===== src/rtl/data_packer_n.sv =====
// Gathers 1..MAX_RATIO narrow AXI-Stream beats into one wide word, ratio chosen per packet.
// Packet tails are flushed on tlast with a per-lane keep mask; the output stage is registered.
module data_packer_n #(
    parameter int DATA_WIDTH = 8,
    parameter int MAX_RATIO  = 4,
    parameter int K_WIDTH    = $clog2(MAX_RATIO)
) (
    input  logic                            clk,
    input  logic                            reset,
    input  logic [K_WIDTH-1:0]              k,
    input  logic [DATA_WIDTH-1:0]           s_axis_tdata,
    input  logic                            s_axis_tvalid,
    output logic                            s_axis_tready,
    input  logic                            s_axis_tlast,
    output logic [DATA_WIDTH*MAX_RATIO-1:0] m_axis_tdata,
    output logic [MAX_RATIO-1:0]            m_axis_tkeep,
    output logic                            m_axis_tvalid,
    input  logic                            m_axis_tready,
    output logic                            m_axis_tlast,
    output logic                            busy
);

    localparam int WORD_WIDTH = DATA_WIDTH * MAX_RATIO;

    typedef enum logic {
        ST_IDLE,
        ST_OPEN
    } state_t;

    state_t                  r_state;
    state_t                  w_nextState;

    logic [K_WIDTH-1:0]      r_idx;
    logic [K_WIDTH-1:0]      r_ratio;
    logic [WORD_WIDTH-1:0]   r_acc;

    logic [WORD_WIDTH-1:0]   r_outData;
    logic [MAX_RATIO-1:0]    r_outKeep;
    logic                    r_outLast;
    logic                    r_outValid;

    logic                    w_accept;
    logic [K_WIDTH-1:0]      w_ratio;
    logic                    w_complete;
    logic [WORD_WIDTH-1:0]   w_merged;
    logic [MAX_RATIO-1:0]    w_keep;

    assign s_axis_tready = !r_outValid || m_axis_tready;
    assign w_accept      = s_axis_tvalid && s_axis_tready;

    // The first beat of a packet must already obey the incoming k, before it is latched.
    assign w_ratio    = (r_state == ST_OPEN) ? r_ratio : k;
    assign w_complete = w_accept && ((r_idx == w_ratio) || s_axis_tlast);

    always_comb begin
        w_merged = r_acc;
        w_keep   = '0;
        for (int i = 0; i < MAX_RATIO; i++) begin
            if (r_idx == K_WIDTH'(i)) begin
                w_merged[i*DATA_WIDTH +: DATA_WIDTH] = s_axis_tdata;
            end
            w_keep[i] = (K_WIDTH'(i) <= r_idx);
        end
    end

    always_comb begin
        w_nextState = r_state;
        if (w_accept) begin
            w_nextState = s_axis_tlast ? ST_IDLE : ST_OPEN;
        end
    end

    always_ff @(posedge clk or negedge reset) begin
        if (!reset) begin
            r_state <= ST_IDLE;
        end else begin
            r_state <= w_nextState;
        end
    end

    always_ff @(posedge clk or negedge reset) begin
        if (!reset) begin
            r_ratio <= '0;
        end else if (w_accept && (r_state == ST_IDLE)) begin
            r_ratio <= k;
        end
    end

    // Lane index wraps explicitly at the latched ratio rather than by counter overflow.
    always_ff @(posedge clk or negedge reset) begin
        if (!reset) begin
            r_idx <= '0;
            r_acc <= '0;
        end else if (w_complete) begin
            r_idx <= '0;
            r_acc <= '0;
        end else if (w_accept) begin
            r_idx <= r_idx + K_WIDTH'(1);
            r_acc <= w_merged;
        end
    end

    // A completion may reload the register in the same cycle the old word drains.
    always_ff @(posedge clk or negedge reset) begin
        if (!reset) begin
            r_outData  <= '0;
            r_outKeep  <= '0;
            r_outLast  <= 1'b0;
            r_outValid <= 1'b0;
        end else if (w_complete) begin
            r_outData  <= w_merged;
            r_outKeep  <= w_keep;
            r_outLast  <= s_axis_tlast;
            r_outValid <= 1'b1;
        end else if (m_axis_tready) begin
            r_outValid <= 1'b0;
        end
    end

    assign m_axis_tdata  = r_outData;
    assign m_axis_tkeep  = r_outKeep;
    assign m_axis_tlast  = r_outLast;
    assign m_axis_tvalid = r_outValid;
    assign busy          = (r_state == ST_OPEN);

endmodule


===== config.mk =====
export PLATFORM = sky130hd
export DESIGN_NAME = data_packer_n
export DESIGN_NICKNAME = d
export VERILOG_FILES = /design/src/rtl/data_packer_n.sv
export SDC_FILE = /design/constraint.sdc
export NUM_CORES = 1
export LEC_CHECK = 0
export CORE_MARGIN = 2
export CORE_UTILIZATION = 50
export DETAILED_ROUTE_END_ITERATION = 10
export PLACE_DENSITY = 0.75
export SYNTH_ARGS = -nofsm -noshare
export SYNTH_HDL_FRONTEND = slang
export SYNTH_SLANG_ARGS = --single-unit

===== constraint.sdc =====
create_clock -name clk -period 3.5 [get_ports clk]
set_input_delay 0.525 -clock clk [delete_from_list [all_inputs] [get_ports clk]]
set_output_delay 0.525 -clock clk [all_outputs]
set_load 0.1 [all_outputs]

==> qor.csv, run 1 <==
metric;value;unit
Layout area overhead;23.4;%
GRT met1 Usage;27.4;%
CTS Buf Count;9;
DRC;0;
Yosys warning total;0;
Final Skew;0.00434;ns
Port Buffer Count;54;
Worst EP arrival;2.75;ns
final setup vio count;0;
Post-Syn Instances;298;
synthesized flop and latch total;75;
met2 demand-to-capacity share in global routing;29.4;%
Crit Reg-Reg Startpoint;busy;
aggregate global routing overflow;0;
r2r setup slk;1.09;ns
Max-slew headroom;34.6;%
crit path time final;2.53;ns
dpl ws;0.588;ns
Max FO, Critical Path;20;
die footprint;7550;um^2
Post-CTS Setup Bufs;0;
ant diodes;0;
layout cells sized above 1;11.1;%
global placer's final weighted congestion;0.752;
CTS tree;yes;
RSZ-0062 raised after global routing;false;
WP data required;3.72;ns
Worst setup startpoint;m_axis_tready;
GRT busiest layer;met2;
core area;6720;um^2
DRT iter0 DRCs;130;
Die Width;86.9;um
Final Cycle Share;72.4;%
Total GRT Usage;19.3;%
vias in the first global route;2325;
wire per inst;15.4;um
max cap viols;0;
Post-Syn Area;3430;um^2
Row Count;30;
nets;367;
final setup margin;0.968;ns
Initial DRT Pass Iterations;4;
cts hold-fix bufs;0;
total routed wirelength;6.67;mm
root buf cell;clkbuf_8;
reg2reg end;m_axis_tdata[24];
worst r2r path cells;5;
worst skew pair latency;0.35;ns
Ports;55;
routed via count;2299;
Bufs on Longest Clock Path;2;
first-pass GRT wire length;11.2;mm
post_cts resized;0;
startpoint types;input pin;
H-tree depth;3;
detail-routed via count per cell;5.32;
hold crit path type;in2async;
Die H;86.9;um
clock slew at reported path FFs;0.08;ns
HPWL Detailed;4.36;mm
status;finished, final reports clean;
Fmax;0.395;GHz
post-synthesis cell type count;22;
sequential share of the synthesized area;54.7;%
Final ANT Viol Nets;0;
setup TNS;0;ns
Crit Path Category;in2reg;
initial antenna violation count;0;
Tightest Pin Transition;0.977;ns
crit path capture type;flop;
largest net degree at the start of global routing;76;
final hold violations;0;
Post-Syn Nets;318;
Initial Util;51.1;%
Syn Area/Cell;11.5;um^2
# placed instances;416;
# clock sinks;75;
fin cells;432;
M3 GR Usage;4.27;%
final max-slew violation count;0;
==> flip-flops by register name, summed over array words and instances, names as in the netlist <==
register,flops
r_acc,32
m_axis_tvalid,1
r_idx,2
r_ratio,2
busy,1
m_axis_tdata,32
m_axis_tkeep,4
m_axis_tlast,1
==> how the worst max path moves through the flow <==
stage / slack, ns / cells after the start / to
after floorplan: 0.52 / 6 / m_axis_tdata[5]
after global placement: 0.67 / 6 / m_axis_tdata[29]
after detailed placement: 0.59 / 6 / m_axis_tdata[19]
after CTS: 0.94 / 6 / m_axis_tdata[24]
after global routing: 0.80 / 6 / m_axis_tkeep[1]
final: 0.97 / 6 / m_axis_tdata[24]
==> placed cells by master (no fill, tap or decap), types with 2 or more instances in the layout <==
cell type / Yosys / layout
clkbuf_8: 0 / 9
inv_1: 29 / 29
mux2_4: 2 / 2
clkbuf_1: 8 / 2
nand2b_1: 2 / 2
nand2_1: 47 / 46
mux2i_1: 56 / 56
dfrtp_1: 75 / 75
and2_1: 2 / 2
nor2_1: 4 / 4
xnor2_1: 2 / 2
o21ai_0: 9 / 9
buf_4: 2 / 5
bufinv_16: 0 / 4
ha_1: 5 / 5
clkdlybuf4s50_1: 0 / 52
mux2_2: 15 / 15
nor2b_1: 2 / 2
o31ai_1: 25 / 25
==> kinds of logic (layout without fill, tap and decap cells) <==
family,after synthesis,after routing,synth area share (%)
AOI/OAI and AO/OA,36,36,7.33
xor gates and xnor gates,2,2,0.510
adders and majority gates,5,5,1.82
buffers and inverters,48,102,6.60
DFF,75,75,54.7
muxes,73,73,22.1
and+or+nand+nor,59,59,6.96
==> worst max-delay path, stage by stage <==
cell             delay, ns
clkdlybuf4s50_1       0.44
nand2b_1              0.18
and2_1                0.42
nand3_2               0.57
buf_4                 0.45
mux2i_1               0.15
==> routing by layer <==
layer  up-vias  wire length (um)
li1       1102                 -
met1      1122              3110
met2        63              3160
met3        12               300
met4         0                97
met5         -                 0
==> Yosys cell counts, drive strengths merged <==
master,n,share of area (%)
xnor2,2,0.51
nand2b,2,0.36
o31ai,26,5.8
mux2i,56,16
clkbuf,8,0.87
nor2b,2,0.36
dfrtp,75,55
nor2,4,0.44
and2,2,0.36
mux2,17,5.8
nand2,47,5.1
buf,11,2.6
ha,5,1.8
inv,29,3.2
nand3,2,0.29
o21ai,9,1.3
o22ai,1,0.18
==> through the flow <==
step / cell area [um^2] / hold WS (ns) / util (%)
2_1_floorplan: 3430 / 0.229 / -
3_3_place_gp: 3980 / 0.456 / 59.3
3_5_place_dp: 3980 / 0.457 / 59.3
4_1_cts: 4240 / 0.364 / 63.1
5_1_grt: 4240 / 0.412 / 63.1
6_report: 4240 / 0.323 / 63.1
==> cell type report <==
type                       count  area (um^2)
clock inverter                 5          125
timing repair buffer          57          558
tap                           80          100
clock buffer                  11          131
multi-input combinational    175         1340
fill                         521         2480
inverter                      29          109
sequential                    75         1880
Power of run 1 is left out: the tool's default activity adds up to more than one toggle a clock period on the data nets, which glitch-free logic cannot reach.
==> inputs of run 2 (changes only) <==
==> constraint.sdc (replaced) <==
create_clock -name clk -period 2.4 [get_ports clk]
set_input_delay 0.36 -clock clk [delete_from_list [all_inputs] [get_ports clk]]
set_output_delay 0.36 -clock clk [all_outputs]
set_load 0.1 [all_outputs]
==> qor.csv, run 2 (synthesis gave the netlist of run 1 again) <==
metric;value;unit;change
status;finished, final reports clean;;
Port Buffer Count;54;;unchanged
Row Count;30;;unchanged
Most Frequent Cell on Critical Path;mux2i_1;;
post_cts resized;0;;unchanged
nets;371;;+1.1%
final setup vio count;0;;unchanged
final hold violations;0;;unchanged
DRT iter0 DRCs;183;;+41%
Worst EP arrival;2.14;ns;-0.61 ns
HPWL Detailed;4.48;mm;+2.8%
worst skew pair latency;0.34;ns;about the same
Total GRT Usage;19.5;%;+0.23 points
Crit Path Category;reg2reg;;
global placer's final weighted congestion;0.742;;-1.3%
Fmax;0.525;GHz;
crit path cell chain;mux2i_1 > mux2i_1 > nand3_2 > buf_12 > mux2_4;;
slowest cell on the critical path;dfrtp_2;;
first-pass GRT wire length;11.2;mm;-0.19%
Tightest Pin Transition;0.652;ns;-0.325 ns
aggregate global routing overflow;0;;unchanged
total routed wirelength;6.72;mm;+0.69%
H-tree depth;3;;unchanged
wire per inst;15.4;um;about the same
Max FO, Critical Path;36;;+80%
hold crit path type;reg2reg;;
dpl ws;0.187;ns;-0.401 ns
layout cells sized above 1;23.9;%;+13 points
core area;6720;um^2;unchanged
Ports;55;;unchanged
setup TNS;0;ns;unchanged
Initial DRT Pass Iterations;4;;unchanged
die footprint;7550;um^2;unchanged
commonest non-fill, non-tap cell in the layout;dfrtp_1;;
# clock sinks;75;;unchanged
most frequent cells in the layout;dfrtp_1 (73), mux2i_1 (56), nand2_1 (46);;
DRC;0;;unchanged
vias in the first global route;2261;;-2.8%
cts hold-fix bufs;1;;+1
detail-routed via count per cell;5.27;;-0.95%
Final ANT Viol Nets;0;;unchanged
Final Cycle Share;79.4;%;
CTS tree;yes;;
final setup margin;0.494;ns;-0.473 ns
CTS Buf Count;9;;unchanged
Layout area overhead;22.3;%;
RSZ-0062 raised after global routing;false;;
ant diodes;0;;unchanged
final max-slew violation count;0;;unchanged
startpoint types;flop;;
Die H;86.9;um;unchanged
Final Skew;0.00862;ns;+0.00428 ns
WP data required;2.63;ns;-1.09 ns
crit path time final;1.91;ns;
CP delay by family, top;multiplexers;;
crit path capture type;flop;;
Die Width;86.9;um;unchanged
clock slew at reported path FFs;0.08;ns;about the same
max cap viols;0;;unchanged
routed via count;2293;;-0.26%
Max-slew headroom;56.5;%;+22 points
CP peak stage delay;0.42;ns;-0.15 ns
root buf cell;clkbuf_8;;
largest net degree at the start of global routing;58;;-24%
Bufs on Longest Clock Path;2;;unchanged
Post-CTS Setup Bufs;0;;unchanged
crit path buf inv count;1;;-1
Initial Util;51.1;%;unchanged
initial antenna violation count;0;;unchanged
==> run 2: cell count changes in the layout (fill, tap and decap cells not counted), sizes merged <==
cell,delta
buf,+42
clkdlybuf4s50,-39
clkbuf,-2
clkinv,+2
bufinv,-1
dlygate4sd3,+1
==> run 2: routing by layer <==
layer	GRT usage, %	share of wire [%]	vias to the layer above
met4	7.39	1.3	0
met1	27.2	47	1113
met3	4.45	4.4	11
li1	-	-	1108
met5	0	0	-
met2	29.9	47	61
==> run 2: layout make-up <==
| type | instances | area (um^2) |
|---|---|---|
| clock buffer | 9 | 124 |
| clock inverter | 6 | 105 |
| fill | 547 | 2520 |
| inverter | 29 | 109 |
| multi-input combinational | 175 | 1340 |
| sequential | 75 | 1880 |
| tap | 80 | 100 |
| timing repair buffer | 61 | 543 |
==> run 2: path summary, 6_finish.rpt <==
| kind | startpoint | endpoint | slack (ns) | cells past startpoint |
|---|---|---|---|---|
| min in group asynchronous | reset | m_axis_tdata[23] | 0.52 | 2 |
| setup reg to reg | busy | m_axis_tdata[6] | 0.49 | 5 |
| hold / removal | m_axis_tkeep[0] | m_axis_tkeep[0] | 0.48 | 1 |
| setup / recovery | busy | m_axis_tdata[6] | 0.49 | 5 |
| max in group asynchronous | reset | r_acc[28] | 1.21 | 3 |
| hold reg to reg | m_axis_tkeep[0] | m_axis_tkeep[0] | 0.48 | 1 |
==> run 2: through the flow <==
stage,cells,hold slack (ns),util [%],cell area [um^2]
floorplan,298,0.0644,-,3440
global placement,419,0.350,59.0,3960
detailed placement,419,0.354,59.0,3960
CTS,435,0.480,62.5,4200
global route,435,0.506,62.5,4200
finish,435,0.477,62.5,4200
Power of run 2 is left out for the same reason.
